## config.mk

```make
export PLATFORM = sky130hd
export DESIGN_NAME = period_meter
export DESIGN_NICKNAME = d
export VERILOG_FILES = /design/src/rtl/period_meter_sync_edge.sv /design/src/rtl/period_meter.sv
export SDC_FILE = /design/constraint.sdc
export NUM_CORES = 1
export LEC_CHECK = 0
export BUFFER_PORTS_ARGS = -buffer_cell sky130_fd_sc_hd__buf_2
export CELL_PAD_IN_SITES_DETAIL_PLACEMENT = 1
export CELL_PAD_IN_SITES_GLOBAL_PLACEMENT = 1
export CORE_MARGIN = 2
export CORE_UTILIZATION = 42
export DETAILED_ROUTE_END_ITERATION = 12
export PLACE_DENSITY_LB_ADDON = 0.1
export SLEW_MARGIN = 20
export SYNTH_ARGS = -nofsm -noshare
export SYNTH_HDL_FRONTEND = slang
export SYNTH_HIERARCHICAL = 1
export SYNTH_SLANG_ARGS = --single-unit
```

## constraint.sdc

```tcl
create_clock -name clk_in -period 2.5 [get_ports clk_in]
set_input_delay 0.25 -clock clk_in [delete_from_list [all_inputs] [get_ports clk_in]]
set_output_delay 0.25 -clock clk_in [all_outputs]
set_load 0.03 [all_outputs]
```

## src/rtl/period_meter_sync_edge.sv

```systemverilog
// Two-flop synchronizer for an asynchronous level plus an edge register,
// giving a clean level and single-cycle rise/fall strobes in the clk_in domain.
`ifndef PERIOD_METER_SYNC_EDGE_SV
`define PERIOD_METER_SYNC_EDGE_SV

module sync_edge (
  input  logic clk_in,
  input  logic rst,
  input  logic sig_in,
  output logic level,
  output logic rise,
  output logic fall
);

  // Power-up values match reset so boards without a reset driver start clean.
  logic r_s1 = 1'b0;
  logic r_s2 = 1'b0;
  logic r_s3 = 1'b0;

  always_ff @(posedge clk_in) begin
    if (rst) begin
      r_s1 <= 1'b0;
      r_s2 <= 1'b0;
      r_s3 <= 1'b0;
    end else begin
      r_s1 <= sig_in;
      r_s2 <= r_s1;
      r_s3 <= r_s2;
    end
  end

  assign level = r_s2;
  assign rise  = r_s2 & ~r_s3;
  assign fall  = ~r_s2 & r_s3;

endmodule

`endif

```

## src/rtl/period_meter.sv

```systemverilog
// Measures the period and high time of a slow asynchronous signal in clk_in
// cycles, with a saturating counter and an overflow flag on the reported period.
`ifndef PERIOD_METER_SV
`define PERIOD_METER_SV

module period_meter #(
  parameter int unsigned N = 22
) (
  input  logic         clk_in,
  input  logic         rst,
  input  logic         sig_in,
  output logic [N-1:0] period,
  output logic [N-1:0] high_time,
  output logic         valid,
  output logic         ovf,
  output logic         busy
);

  typedef enum logic {
    ST_IDLE    = 1'b0,
    ST_MEASURE = 1'b1
  } state_t;

  localparam logic [N-1:0] SAT = {N{1'b1}};
  localparam logic [N-1:0] ONE = {{(N-1){1'b0}}, 1'b1};

  function automatic logic [N-1:0] sat_inc(input logic [N-1:0] v);
    return (v == SAT) ? SAT : v + ONE;
  endfunction

  logic w_level;
  logic w_rise;
  logic w_fall;
  logic w_unused_level;

  sync_edge u_sync (
    .clk_in (clk_in),
    .rst    (rst),
    .sig_in (sig_in),
    .level  (w_level),
    .rise   (w_rise),
    .fall   (w_fall)
  );

  assign w_unused_level = w_level;

  state_t       r_state  = ST_IDLE;
  logic [N-1:0] r_cnt    = '0;
  logic [N-1:0] r_hi_lat = '0;
  logic [N-1:0] r_period = '0;
  logic [N-1:0] r_high   = '0;
  logic         r_valid  = 1'b0;
  logic         r_ovf    = 1'b0;

  state_t       w_state_nx;
  logic [N-1:0] w_cnt_nx;
  logic [N-1:0] w_hi_lat_nx;
  logic [N-1:0] w_period_nx;
  logic [N-1:0] w_high_nx;
  logic         w_valid_nx;
  logic         w_ovf_nx;

  always_comb begin
    w_state_nx  = r_state;
    w_cnt_nx    = r_cnt;
    w_hi_lat_nx = r_hi_lat;
    w_period_nx = r_period;
    w_high_nx   = r_high;
    w_valid_nx  = 1'b0;
    w_ovf_nx    = r_ovf;
    case (r_state)
      ST_IDLE: begin
        // First rise only arms the meter; there is no previous edge to measure from.
        w_cnt_nx = '0;
        if (w_rise) w_state_nx = ST_MEASURE;
      end
      ST_MEASURE: begin
        if (w_rise) begin
          // Rise wins over saturation; ovf reflects the count before any increment.
          w_period_nx = sat_inc(r_cnt);
          w_high_nx   = r_hi_lat;
          w_ovf_nx    = (r_cnt == SAT);
          w_valid_nx  = 1'b1;
          w_cnt_nx    = '0;
        end else begin
          w_cnt_nx = sat_inc(r_cnt);
          if (w_fall) w_hi_lat_nx = sat_inc(r_cnt);
        end
      end
      default: w_state_nx = ST_IDLE;
    endcase
  end

  always_ff @(posedge clk_in) begin
    if (rst) begin
      r_state  <= ST_IDLE;
      r_cnt    <= '0;
      r_hi_lat <= '0;
      r_period <= '0;
      r_high   <= '0;
      r_valid  <= 1'b0;
      r_ovf    <= 1'b0;
    end else begin
      r_state  <= w_state_nx;
      r_cnt    <= w_cnt_nx;
      r_hi_lat <= w_hi_lat_nx;
      r_period <= w_period_nx;
      r_high   <= w_high_nx;
      r_valid  <= w_valid_nx;
      r_ovf    <= w_ovf_nx;
    end
  end

  assign period    = r_period;
  assign high_time = r_high;
  assign valid     = r_valid;
  assign ovf       = r_ovf;
  assign busy      = (r_state == ST_MEASURE);

endmodule

`endif

```

-- Word level (Yosys, flattened, before mapping)
Cells that the tools add are included.
- register bits after elaboration: 94
- input port bits: 3
- output and inout bits: 47
- logic and storage cells: 26
- add/subtract/negate cells: 1
- eq/ne operators: 1
- muxes and demuxes: 5
- bitwise gates (word level): 6
- reduce and logical (&&, ||, !) cells: 3
- operators with widths (operator ; count):
    two-way mux 22 bit ; 2
    case mux 22 bit (2 select lines) ; 1
    adder 22 x 1 -> 22 bit (second input constant) ; 1
    == test 22 bit (second input constant) ; 1
    inverter 1 bit ; 4
    AND reduction 3 bit ; 1
    AND 1 bit ; 2
    two-way mux 1 bit ; 2
    AND reduction 2 bit ; 1
    OR reduction 2 bit ; 1

-- Depth between registers and ports, before layout
Gate-level depths: netlist (run 1).
- depth in word-level cells: 4
- mapped depth: 6
- gate-level depth less buffers: 5

-- Cells and area by module
The synthesis (run 1) kept the hierarchy.
- by module, submodules not included (module ; instances ; cells an instance ; area an instance (um2)):
    period_meter ; 1 ; 388 ; 3454.6
    sync_edge ; 1 ; 8 ; 91.3

-- Worst setup path after synthesis (run 1)
Ideal clock, no wire load.
- kind: reg-to-reg
- from: reg r_cnt[0]
- to: reg r_period[0] (netlist: period[0])
- setup time: 91 ps
- arrival: 1794 ps
- setup slack: 615 ps
- cell stages (with the launch flop): 7
- path buffers: 1
- period minus slack after synthesis: 1885 ps
- cell sequence: dfxtp_1 ha_1 nand3_2 nor4_1 nand2_1 buf_2 a311oi_1
- cells in the longest elaborated chain, start to end: 2
- elaborated cells between the ends (all ways): 3
- classes of those cells: add/sub: 1; eq/ne: 1; mux: 1
- RTL lines (element ; line ; RTL):
    start, declared ; period_meter.sv:48 ; logic [N-1:0] r_cnt = '0;
    start signal, assigned ; period_meter.sv:105 ; r_cnt <= w_cnt_nx;
    adder 22 x 1 -> 22 bit / == test 22 bit (equally long branches) ; period_meter.sv:28 ; return (v == SAT) ? SAT : v + ONE;
    two-way mux 22 bit * ; period_meter.sv:28 ;
    end signal, assigned ; period_meter.sv:107 ; r_period <= w_period_nx;
    end, declared ; period_meter.sv:50 ; logic [N-1:0] r_period = '0;
Mark *: on every way between the ends. The rest lies on a longest branch, timed or not.
A chain may end at the register's enable or synchronous reset.

-- Final worst setup path (run 1)
- from: reg r_cnt[0]
- to: reg r_hi_lat[9]
- cells in the longest elaborated chain, start to end: 2
- elaborated cells between the ends (all ways): 3
- classes of those cells: add/sub: 1; eq/ne: 1; mux: 1
- RTL lines (element ; line ; RTL):
    adder 22 x 1 -> 22 bit / == test 22 bit (equally long branches) ; period_meter.sv:28 ;
    two-way mux 22 bit * ; period_meter.sv:28 ;
    end signal, assigned ; period_meter.sv:106 ; r_hi_lat <= w_hi_lat_nx;
    end, declared ; period_meter.sv:49 ; logic [N-1:0] r_hi_lat = '0;
Marks and branches as above.

==> impl_table.tex, run 1 <==
\begin{tabular}{lr}
\hline
Metric & Value \\
\hline
\multicolumn{2}{l}{\textbf{Status}} \\
Run status & finished clean \\
\multicolumn{2}{l}{\textbf{Pwr}} \\
Switching Fraction & 0.224 \\
Part of the power in registers & 0.561 \\
Switching component of the power & 0.603 mW \\
Worst vdd ir & 333 uV \\
Internal power & 2.09 mW \\
Static leakage & 1.45 nW \\
Power share of the combinational group & 0.024 \\
Power per cell area & 655 nW/um2 \\
Clock network power share & 0.415 \\
\multicolumn{2}{l}{\textbf{Clock network}} \\
CTS max path bufs & 2 \\
Setup repair bufs after CTS & 0 \\
Clock buffers created by TritonCTS & 9 \\
Post-cts hold buffer count & 0 \\
Number of gates given a new drive strength after cts & 0 \\
CTS clock-pin slew for the worst setup and hold paths & 0.09 ns \\
Buffer type at the clock tree root & sky130\_fd\_sc\_hd\_\_clkbuf\_8 \\
Total number of clock tree sinks & 94 \\
TritonCTS clock tree & built \\
Insertion delay of the later-clocked pin in the worst-skew pair & 0.36 ns \\
Level count of the clock H-tree & 3 \\
\multicolumn{2}{l}{\textbf{Setup path}} \\
Crit path required time & roughly 2.8 ns \\
Worst path max stage delay & 0.44 ns \\
Count of cells along the worst register-to-register path & 7 \\
Crit path capture type & flip-flop \\
CP cell instances & ha\_1, nand3\_2, nor4\_1, buf\_4, nand2\_1, buf\_12, a311oi\_1 \\
Number of buffers and inverters on the critical path & 2 \\
CP max-delay cell & sky130\_fd\_sc\_hd\_\_dfxtp\_1 \\
Crit path depth & 7 \\
Largest delay share family, worst path & simple AND/OR/NAND/NOR gates \\
Kind of critical path & reg2reg \\
Critical path startpoint category & flip-flop \\
Critical path peak fanout & 39 \\
Arrival time of the worst setup path & 2.46 ns \\
\multicolumn{2}{l}{\textbf{Hold path}} \\
Hold path cells & 2 \\
Class of the most critical hold timing path & in2reg \\
\multicolumn{2}{l}{\textbf{Floorplanning}} \\
Boundary Pins & 50 \\
Area of the die & 9190 um2 \\
Initial standard-cell utilization of the core & 0.432 \\
Standard cell core area & 8220 um2 \\
Die Ht & 95.9 um \\
Cell row count & 33 \\
Die boundary width & approximately 96 um \\
\multicolumn{2}{l}{\textbf{Drt}} \\
Average detailed-routed wire length per instance & 16.5 um \\
DR iter-0 viols & 126 \\
Count of vias placed by the detailed router & 2969 \\
Wire length on met1 & approximately 4.6 mm \\
Detail Route met2 WL & 3.92 mm \\
Number of remaining DRC errors & 0 \\
Final Routed Wirelength & 8.93 mm \\
Initial DRT Pass Iterations & 4 \\
Top metal layer carrying routed signals & met4 \\
Via-to-Cell Ratio & 5.47 \\
Total met3 wirelength after detailed routing & 284 um \\
Remaining antenna violation count & 0 \\
\multicolumn{2}{l}{\textbf{Synthesis}} \\
Sequential element share of the synthesized area & 0.531 \\
Area fraction of the dominant cell type after synthesis & 0.531 \\
Most instantiated flip-flop cell in the synthesis netlist & sky130\_fd\_sc\_hd\_\_dfxtp\_1 \\
Net count after synthesis & 400 \\
Summed instance area of the synthesized netlist & 3550 um2 \\
Gate Count Post-Synth & 396 \\
Post-Synthesis Mean Instance Area & 8.95 um2 \\
Post-synth top area cell & sky130\_fd\_sc\_hd\_\_dfxtp\_1 \\
Asr flop ratio synth & 0 \\
Synth Register Bits & 94 \\
Post-synth EDFFs & 0 \\
Yosys warnings & 6 \\
Number of distinct standard cells referenced by the synthesized netlist & 42 \\
Largest cells by area after synthesis & sky130\_fd\_sc\_hd\_\_dfxtp\_1 (53\%), sky130\_fd\_sc\_hd\_\_a311oi\_1 (6.4\%), sky130\_fd\_sc\_hd\_\_a21oi\_1 (5.6\%) \\
\multicolumn{2}{l}{\textbf{Global routing}} \\
Pin count of the biggest net entering global routing & 74 \\
Total global routing track utilization & 0.205 \\
Total global routing overflow & 0 \\
Global-route wire length before repair & roughly 15 mm \\
Number of global-route vias before repair & 2856 \\
Number of antenna violations at the first check in global routing & 0 \\
\multicolumn{2}{l}{\textbf{Placed design}} \\
Half-perimeter wire length after detailed placement & 5.99 mm \\
Setup Slack @ Placement & 0.329 ns \\
Number of buffers added on ports & 49 \\
Global placer's final weighted congestion & 0.827 \\
\multicolumn{2}{l}{\textbf{Job}} \\
Number of max-capacitance violations reported & 0 \\
\multicolumn{2}{l}{\textbf{Timing}} \\
Share of the clock period used by the worst path after layout & 0.880 \\
Final hold violation count & 0 \\
Post-layout min period & between 2 and 2.5 ns \\
Post-layout worst setup margin & 0.300 ns \\
Slew of the pin with the lowest slew margin & between 0.7 and 0.8 ns \\
Final-layout worst hold slack & 0.122 ns \\
Count of final setup violators & 0 \\
Tightest slew margin relative to the limit & 0.532 \\
Clock tree skew after final layout & 0.00894 ns \\
RSZ-0062 raised after global routing & no \\
Total negative setup slack & 0 ns \\
Final-report max-slew violation count & 0 \\
Peak Freq & 454 MHz \\
\multicolumn{2}{l}{\textbf{Finish}} \\
Final nets & 437 \\
Area grow syn2layout & 15.9\% \\
Area occupied by multi-input gates & around 1500 um2 \\
Diodes inserted & 0 \\
FILL cells & 979 \\
Register area & between 1500 and 2000 um2 \\
Fraction of layout cells with a size suffix above 1 & 0.183 \\
\hline
\end{tabular}
[sequential cells by signal, indices dropped and copies added, names as in the netlist]
name	cells
period	22
valid	1
busy	1
u_sync/r_s3	1
high_time	22
ovf	1
u_sync/r_s1	1
r_hi_lat	22
r_cnt	22
u_sync/level	1
[layout make-up]
cell class,count,share of cell area
Tap cell,105,0.0320
Timing Repair Buffer,58,0.0822
Clock inverter,7,0.0231
Inverter,5,0.00457
Sequential cell,94,0.458
Multi-Input combinational cell,265,0.370
Clock buffer,9,0.0301
[power by group through the flow]
stage	Combinational, mW	Sequential (mW)	Clock, mW
after global placement	0.0637	1.55	0
after global routing	0.0702	1.51	1.22
after floorplan	0.0376	1.56	0
final	0.0642	1.51	1.12
after CTS	0.0653	1.51	1.15
after detailed placement	0.0651	1.55	0
[placed cells by master (no fill, tap or decap), types with 4 or more instances in the layout]
cell type / n
sky130_fd_sc_hd__nor4_1: 9
sky130_fd_sc_hd__o21ai_0: 4
sky130_fd_sc_hd__clkbuf_8: 9
sky130_fd_sc_hd__nor2b_1: 5
sky130_fd_sc_hd__o31ai_1: 4
sky130_fd_sc_hd__o21bai_1: 4
sky130_fd_sc_hd__nand4_1: 5
sky130_fd_sc_hd__a211oi_1: 8
sky130_fd_sc_hd__nand2_1: 52
sky130_fd_sc_hd__buf_4: 7
sky130_fd_sc_hd__a21oi_1: 40
sky130_fd_sc_hd__inv_1: 5
sky130_fd_sc_hd__a311oi_1: 26
sky130_fd_sc_hd__nand3_1: 6
sky130_fd_sc_hd__nor3_1: 9
sky130_fd_sc_hd__nor2_1: 44
sky130_fd_sc_hd__nand2b_1: 5
sky130_fd_sc_hd__dfxtp_1: 94
sky130_fd_sc_hd__buf_2: 49
sky130_fd_sc_hd__a41oi_1: 5
sky130_fd_sc_hd__xnor2_1: 9
[per-layer routing]
layer	global-route usage	up-vias
met3	0.0454	11
li1	-	1499
met5	0	-
met2	0.311	37
met4	0.0762	0
met1	0.287	1422
[synth_stat cells (2+ instances only)]
cell	instances
sky130_fd_sc_hd__xor2_1	3
sky130_fd_sc_hd__nor2b_1	5
sky130_fd_sc_hd__nand3b_1	3
sky130_fd_sc_hd__a211oi_1	8
sky130_fd_sc_hd__a31oi_1	3
sky130_fd_sc_hd__clkbuf_1	28
sky130_fd_sc_hd__nand2b_1	5
sky130_fd_sc_hd__dfxtp_1	94
sky130_fd_sc_hd__inv_1	5
sky130_fd_sc_hd__o31ai_1	4
sky130_fd_sc_hd__nand2_1	52
sky130_fd_sc_hd__a21oi_1	40
sky130_fd_sc_hd__a311oi_1	26
sky130_fd_sc_hd__o32ai_1	2
sky130_fd_sc_hd__xnor2_1	9
sky130_fd_sc_hd__nand4_1	5
sky130_fd_sc_hd__o21ai_0	4
sky130_fd_sc_hd__buf_2	3
sky130_fd_sc_hd__nor2_1	44
sky130_fd_sc_hd__or3_1	3
sky130_fd_sc_hd__a41oi_1	5
sky130_fd_sc_hd__nand3_1	6
sky130_fd_sc_hd__nor3_1	9
sky130_fd_sc_hd__nor4_1	9
sky130_fd_sc_hd__o21bai_1	4
[stage by stage]
step	total power, mW	instances	utilization	cell area, um2
detailed placement	1.61	527	0.474	3890
global route	2.80	543	0.500	4110
floorplan	1.59	396	-	3550
CTS	2.73	543	0.500	4110
finish	2.69	543	0.500	4110
global placement	1.61	527	0.474	3890
[final timing paths]
kind                                                  to              startpoint  slack, ns
worst min-delay path              u_sync/r_s1$_SDFF_PP0_                  sig_in       0.12
worst max register to register  r_hi_lat[9]$_SDFFE_PP0P_     r_cnt[0]$_SDFF_PP0_       0.30
worst max-delay path            r_hi_lat[9]$_SDFFE_PP0P_     r_cnt[0]$_SDFF_PP0_       0.30
worst min register to register   u_sync/level$_SDFF_PP0_  u_sync/r_s1$_SDFF_PP0_       0.45
[cells by family after synthesis]
kind of cell,synth area share
buffers and inverters,0.0406
adder cells (fa/ha/maj),0.00353
XOR/XNOR,0.0296
multiplexers,0.00282
flip-flops,0.531
AO/OA/AOI/OAI,0.192
AND/OR/NAND/NOR,0.201
[worst reg2reg max path: stages, from the launching register on]
cell,delay (ns)
sky130_fd_sc_hd__dfxtp_1,0.44
sky130_fd_sc_hd__ha_1,0.27
sky130_fd_sc_hd__nand3_2,0.22
sky130_fd_sc_hd__nor4_1,0.32
sky130_fd_sc_hd__buf_4,0.17
sky130_fd_sc_hd__nand2_1,0.14
sky130_fd_sc_hd__buf_12,0.23
sky130_fd_sc_hd__a311oi_1,0.31
Note: power is estimated with default switching activity, not from simulation.
==> run 2: changes to the inputs <==
--- a/config.mk
+++ b/config.mk
@@ -8,8 +8,8 @@
 export BUFFER_PORTS_ARGS = -buffer_cell sky130_fd_sc_hd__buf_2
 export CELL_PAD_IN_SITES_DETAIL_PLACEMENT = 1
 export CELL_PAD_IN_SITES_GLOBAL_PLACEMENT = 1
-export CORE_MARGIN = 2
-export CORE_UTILIZATION = 42
+export CORE_MARGIN = 5
+export CORE_UTILIZATION = 40
 export DETAILED_ROUTE_END_ITERATION = 12
 export PLACE_DENSITY_LB_ADDON = 0.1
 export SLEW_MARGIN = 20
==> run 2 against run 1 <==
Sequential power hardly changed; largest cell class unchanged; combinational power hardly changed; hold slack worse by 0.027 ns; critical endpoint is now r_hi_lat[0]$_SDFFE_PP0P_; global-route usage is 3.8 points lower; sequential cell count stayed put; first-iteration DRC count is 10% lower; largest power group unchanged.
==> impl_table.tex, run 2 (synthesized netlist as in run 1, its figures left out) <==
\begin{tabular}{lr}
\hline
Metric & Value \\
\hline
\multicolumn{2}{l}{\textbf{Status}} \\
Run status & finished clean (unchanged) \\
\multicolumn{2}{l}{\textbf{Global routing}} \\
Number of global-route vias before repair & 2957 (was 2856) \\
Pin count of the biggest net entering global routing & 74 (unchanged) \\
Number of antenna violations at the first check in global routing & 0 (unchanged) \\
Total global routing overflow & 0 (unchanged) \\
Global-route wire length before repair & 15.1 mm (was 14.5 mm) \\
Total global routing track utilization & 0.167 (was 0.205) \\
\multicolumn{2}{l}{\textbf{Pwr}} \\
Power per cell area & 614 nW/um2 (was 655 nW/um2) \\
Part of the power in registers & 0.604 (was 0.561) \\
Clock network power share & 0.371 (was 0.415) \\
Internal power & 1.92 mW (was 2.09 mW) \\
Switching Fraction & 0.234 (was 0.224) \\
Worst vdd ir & 210 uV (was 333 uV) \\
Power share of the combinational group & 0.026 (was 0.024) \\
Static leakage & 1.42 nW (was 1.45 nW) \\
Switching component of the power & 0.585 mW (was 0.603 mW) \\
\multicolumn{2}{l}{\textbf{Job}} \\
Number of max-capacitance violations reported & 0 (unchanged) \\
\multicolumn{2}{l}{\textbf{Placed design}} \\
Setup Slack @ Placement & 0.278 ns (was 0.329 ns) \\
Half-perimeter wire length after detailed placement & 6.27 mm (was 5.99 mm) \\
Global placer's final weighted congestion & 0.839 (was 0.827) \\
Number of buffers added on ports & 49 (unchanged) \\
\multicolumn{2}{l}{\textbf{Clock network}} \\
Post-cts hold buffer count & 0 (unchanged) \\
CTS max path bufs & 2 (unchanged) \\
Number of gates given a new drive strength after cts & 0 (unchanged) \\
Total number of clock tree sinks & 94 (unchanged) \\
Insertion delay of the later-clocked pin in the worst-skew pair & 0.36 ns (about the same) \\
Setup repair bufs after CTS & 0 (unchanged) \\
Level count of the clock H-tree & 3 (unchanged) \\
TritonCTS clock tree & built (unchanged) \\
CTS clock-pin slew for the worst setup and hold paths & 0.10 ns (was 0.09 ns) \\
Buffer type at the clock tree root & sky130\_fd\_sc\_hd\_\_clkbuf\_8 (unchanged) \\
Clock buffers created by TritonCTS & 9 (unchanged) \\
\multicolumn{2}{l}{\textbf{Drt}} \\
Remaining antenna violation count & 0 (unchanged) \\
Via-to-Cell Ratio & 5.45 (was 5.47) \\
DR iter-0 viols & 113 (was 126) \\
Final Routed Wirelength & 9.01 mm (was 8.93 mm) \\
Number of remaining DRC errors & 0 (unchanged) \\
Average detailed-routed wire length per instance & 16.5 um (about the same) \\
Count of vias placed by the detailed router & 2968 (was 2969) \\
Initial DRT Pass Iterations & 4 (unchanged) \\
\multicolumn{2}{l}{\textbf{Hold path}} \\
Class of the most critical hold timing path & in2reg (unchanged) \\
\multicolumn{2}{l}{\textbf{Finish}} \\
Fraction of layout cells with a size suffix above 1 & 0.176 (was 0.183) \\
Area grow syn2layout & 14.9\% (was 15.9\%) \\
Most frequent cells in the layout & sky130\_fd\_sc\_hd\_\_dfxtp\_1 (94), sky130\_fd\_sc\_hd\_\_nand2\_1 (52), sky130\_fd\_sc\_hd\_\_buf\_2 (49) (unchanged) \\
Diodes inserted & 0 (unchanged) \\
Commonest non-fill, non-tap cell in the layout & sky130\_fd\_sc\_hd\_\_dfxtp\_1 (unchanged) \\
FILL cells & 1050 (was 979) \\
Final nets & 436 (was 437) \\
\multicolumn{2}{l}{\textbf{Timing}} \\
Count of final setup violators & 0 (unchanged) \\
Share of the clock period used by the worst path after layout & 0.922 (was 0.880) \\
Post-layout worst setup margin & 0.195 ns (was 0.300 ns) \\
Total negative setup slack & 0 ns (unchanged) \\
RSZ-0062 raised after global routing & no (unchanged) \\
Final hold violation count & 0 (unchanged) \\
Clock tree skew after final layout & 0.0153 ns (was 0.00894 ns) \\
Post-layout min period & 2.31 ns (was 2.20 ns) \\
Tightest slew margin relative to the limit & 0.516 (was 0.532) \\
Final-report max-slew violation count & 0 (unchanged) \\
Slew of the pin with the lowest slew margin & 0.725 ns (was 0.702 ns) \\
Peak Freq & 434 MHz (was 454 MHz) \\
\multicolumn{2}{l}{\textbf{Setup path}} \\
Arrival time of the worst setup path & 2.58 ns (was 2.46 ns) \\
Crit path capture type & flip-flop (unchanged) \\
CP max-delay cell & sky130\_fd\_sc\_hd\_\_nor4\_1 (was sky130\_fd\_sc\_hd\_\_dfxtp\_1) \\
Largest delay share family, worst path & simple AND/OR/NAND/NOR gates (unchanged) \\
Worst path max stage delay & 0.50 ns (was 0.44 ns) \\
CP cell instances & ha\_1, nand3\_2, nor4\_1, nand2\_1, buf\_12, a311oi\_1 (was ha\_1, nand3\_2, nor4\_1, buf\_4, nand2\_1, buf\_12, a311oi\_1) \\
Crit path required time & 2.77 ns (was 2.76 ns) \\
Kind of critical path & reg2reg (unchanged) \\
Critical path startpoint category & flip-flop (unchanged) \\
Number of buffers and inverters on the critical path & 1 (was 2) \\
Critical path peak fanout & 36 (was 39) \\
\multicolumn{2}{l}{\textbf{Floorplanning}} \\
Boundary Pins & 50 (unchanged) \\
Area of the die & 10800 um2 (was 9190 um2) \\
Die boundary width & 104 um (was 95.9 um) \\
Cell row count & 34 (was 33) \\
Standard cell core area & 8680 um2 (was 8220 um2) \\
Initial standard-cell utilization of the core & 0.409 (was 0.432) \\
Die Ht & 104 um (was 95.9 um) \\
\hline
\end{tabular}
-- run 2: cell count changes in the layout (fill, tap and decap cells not counted) --
cell and change:
sky130_fd_sc_hd__clkinv_2 -1, sky130_fd_sc_hd__clkinv_4 +1, sky130_fd_sc_hd__buf_4 -2, sky130_fd_sc_hd__inv_6 -1, sky130_fd_sc_hd__clkbuf_1 +2, sky130_fd_sc_hd__clkbuf_8 +1, sky130_fd_sc_hd__bufinv_16 -2, sky130_fd_sc_hd__buf_12 +1
-- run 2: layout make-up --
class,instances,area (um2),area share
Timing Repair Buffer,57,343,0.0841
Clock buffer,12,145,0.0356
Clock inverter,4,30.0,0.00737
Multi-Input combinational cell,265,1520,0.373
Inverter,5,18.8,0.00461
Sequential cell,94,1880,0.462
Tap cell,108,135,0.0332
-- run 2: layer usage --
metal	vias to the layer above	routed length (um)	GRT usage
li1	1498	-	-
met1	1411	4590	0.232
met2	44	3930	0.250
met3	15	313	0.0372
met4	0	180	0.0703
met5	-	0	0
-- run 2: worst reg2reg max path, cell delays in order, from the launching register on --
cell and delay, ns:
sky130_fd_sc_hd__dfxtp_1 0.45, sky130_fd_sc_hd__ha_1 0.28, sky130_fd_sc_hd__nand3_2 0.10, sky130_fd_sc_hd__nor4_1 0.50, sky130_fd_sc_hd__nand2_1 0.33, sky130_fd_sc_hd__buf_12 0.26, sky130_fd_sc_hd__a311oi_1 0.30
-- run 2: worst paths after layout --
check,startpoint,endpoint,slack [ns],depth (start not counted)
min,sig_in,u_sync/r_s1$_SDFF_PP0_,0.09,2
max reg2reg,r_cnt[0]$_SDFF_PP0_,r_hi_lat[0]$_SDFFE_PP0P_,0.19,6
min reg2reg,r_hi_lat[9]$_SDFFE_PP0P_,high_time[9]$_SDFFE_PP0P_,0.44,2
max,r_cnt[0]$_SDFF_PP0_,r_hi_lat[0]$_SDFFE_PP0P_,0.19,6
-- run 2: metrics by stage --
stage | hold WS, ns | std cells | total power [mW] | area, um2 | utilization
2_1_floorplan | 0.322 | 396 | 1.59 | 3550 | -
3_3_place_gp | 0.421 | 529 | 1.61 | 3900 | 0.449
3_5_place_dp | 0.428 | 529 | 1.61 | 3900 | 0.449
4_1_cts | 0.0851 | 545 | 2.53 | 4080 | 0.470
5_1_grt | 0.0969 | 545 | 2.59 | 4080 | 0.470
6_report | 0.0949 | 545 | 2.50 | 4080 | 0.470
-- run 2: power groups by stage --
| stage | registers, mW | clock network, mW | logic [mW] |
|---|---|---|---|
| final | 1.51 | 0.928 | 0.0643 |
| after global routing | 1.51 | 1.01 | 0.0701 |
| after CTS | 1.51 | 0.958 | 0.0653 |
| after detailed placement | 1.55 | 0 | 0.0651 |
| after global placement | 1.55 | 0 | 0.0639 |
| after floorplan | 1.56 | 0 | 0.0376 |
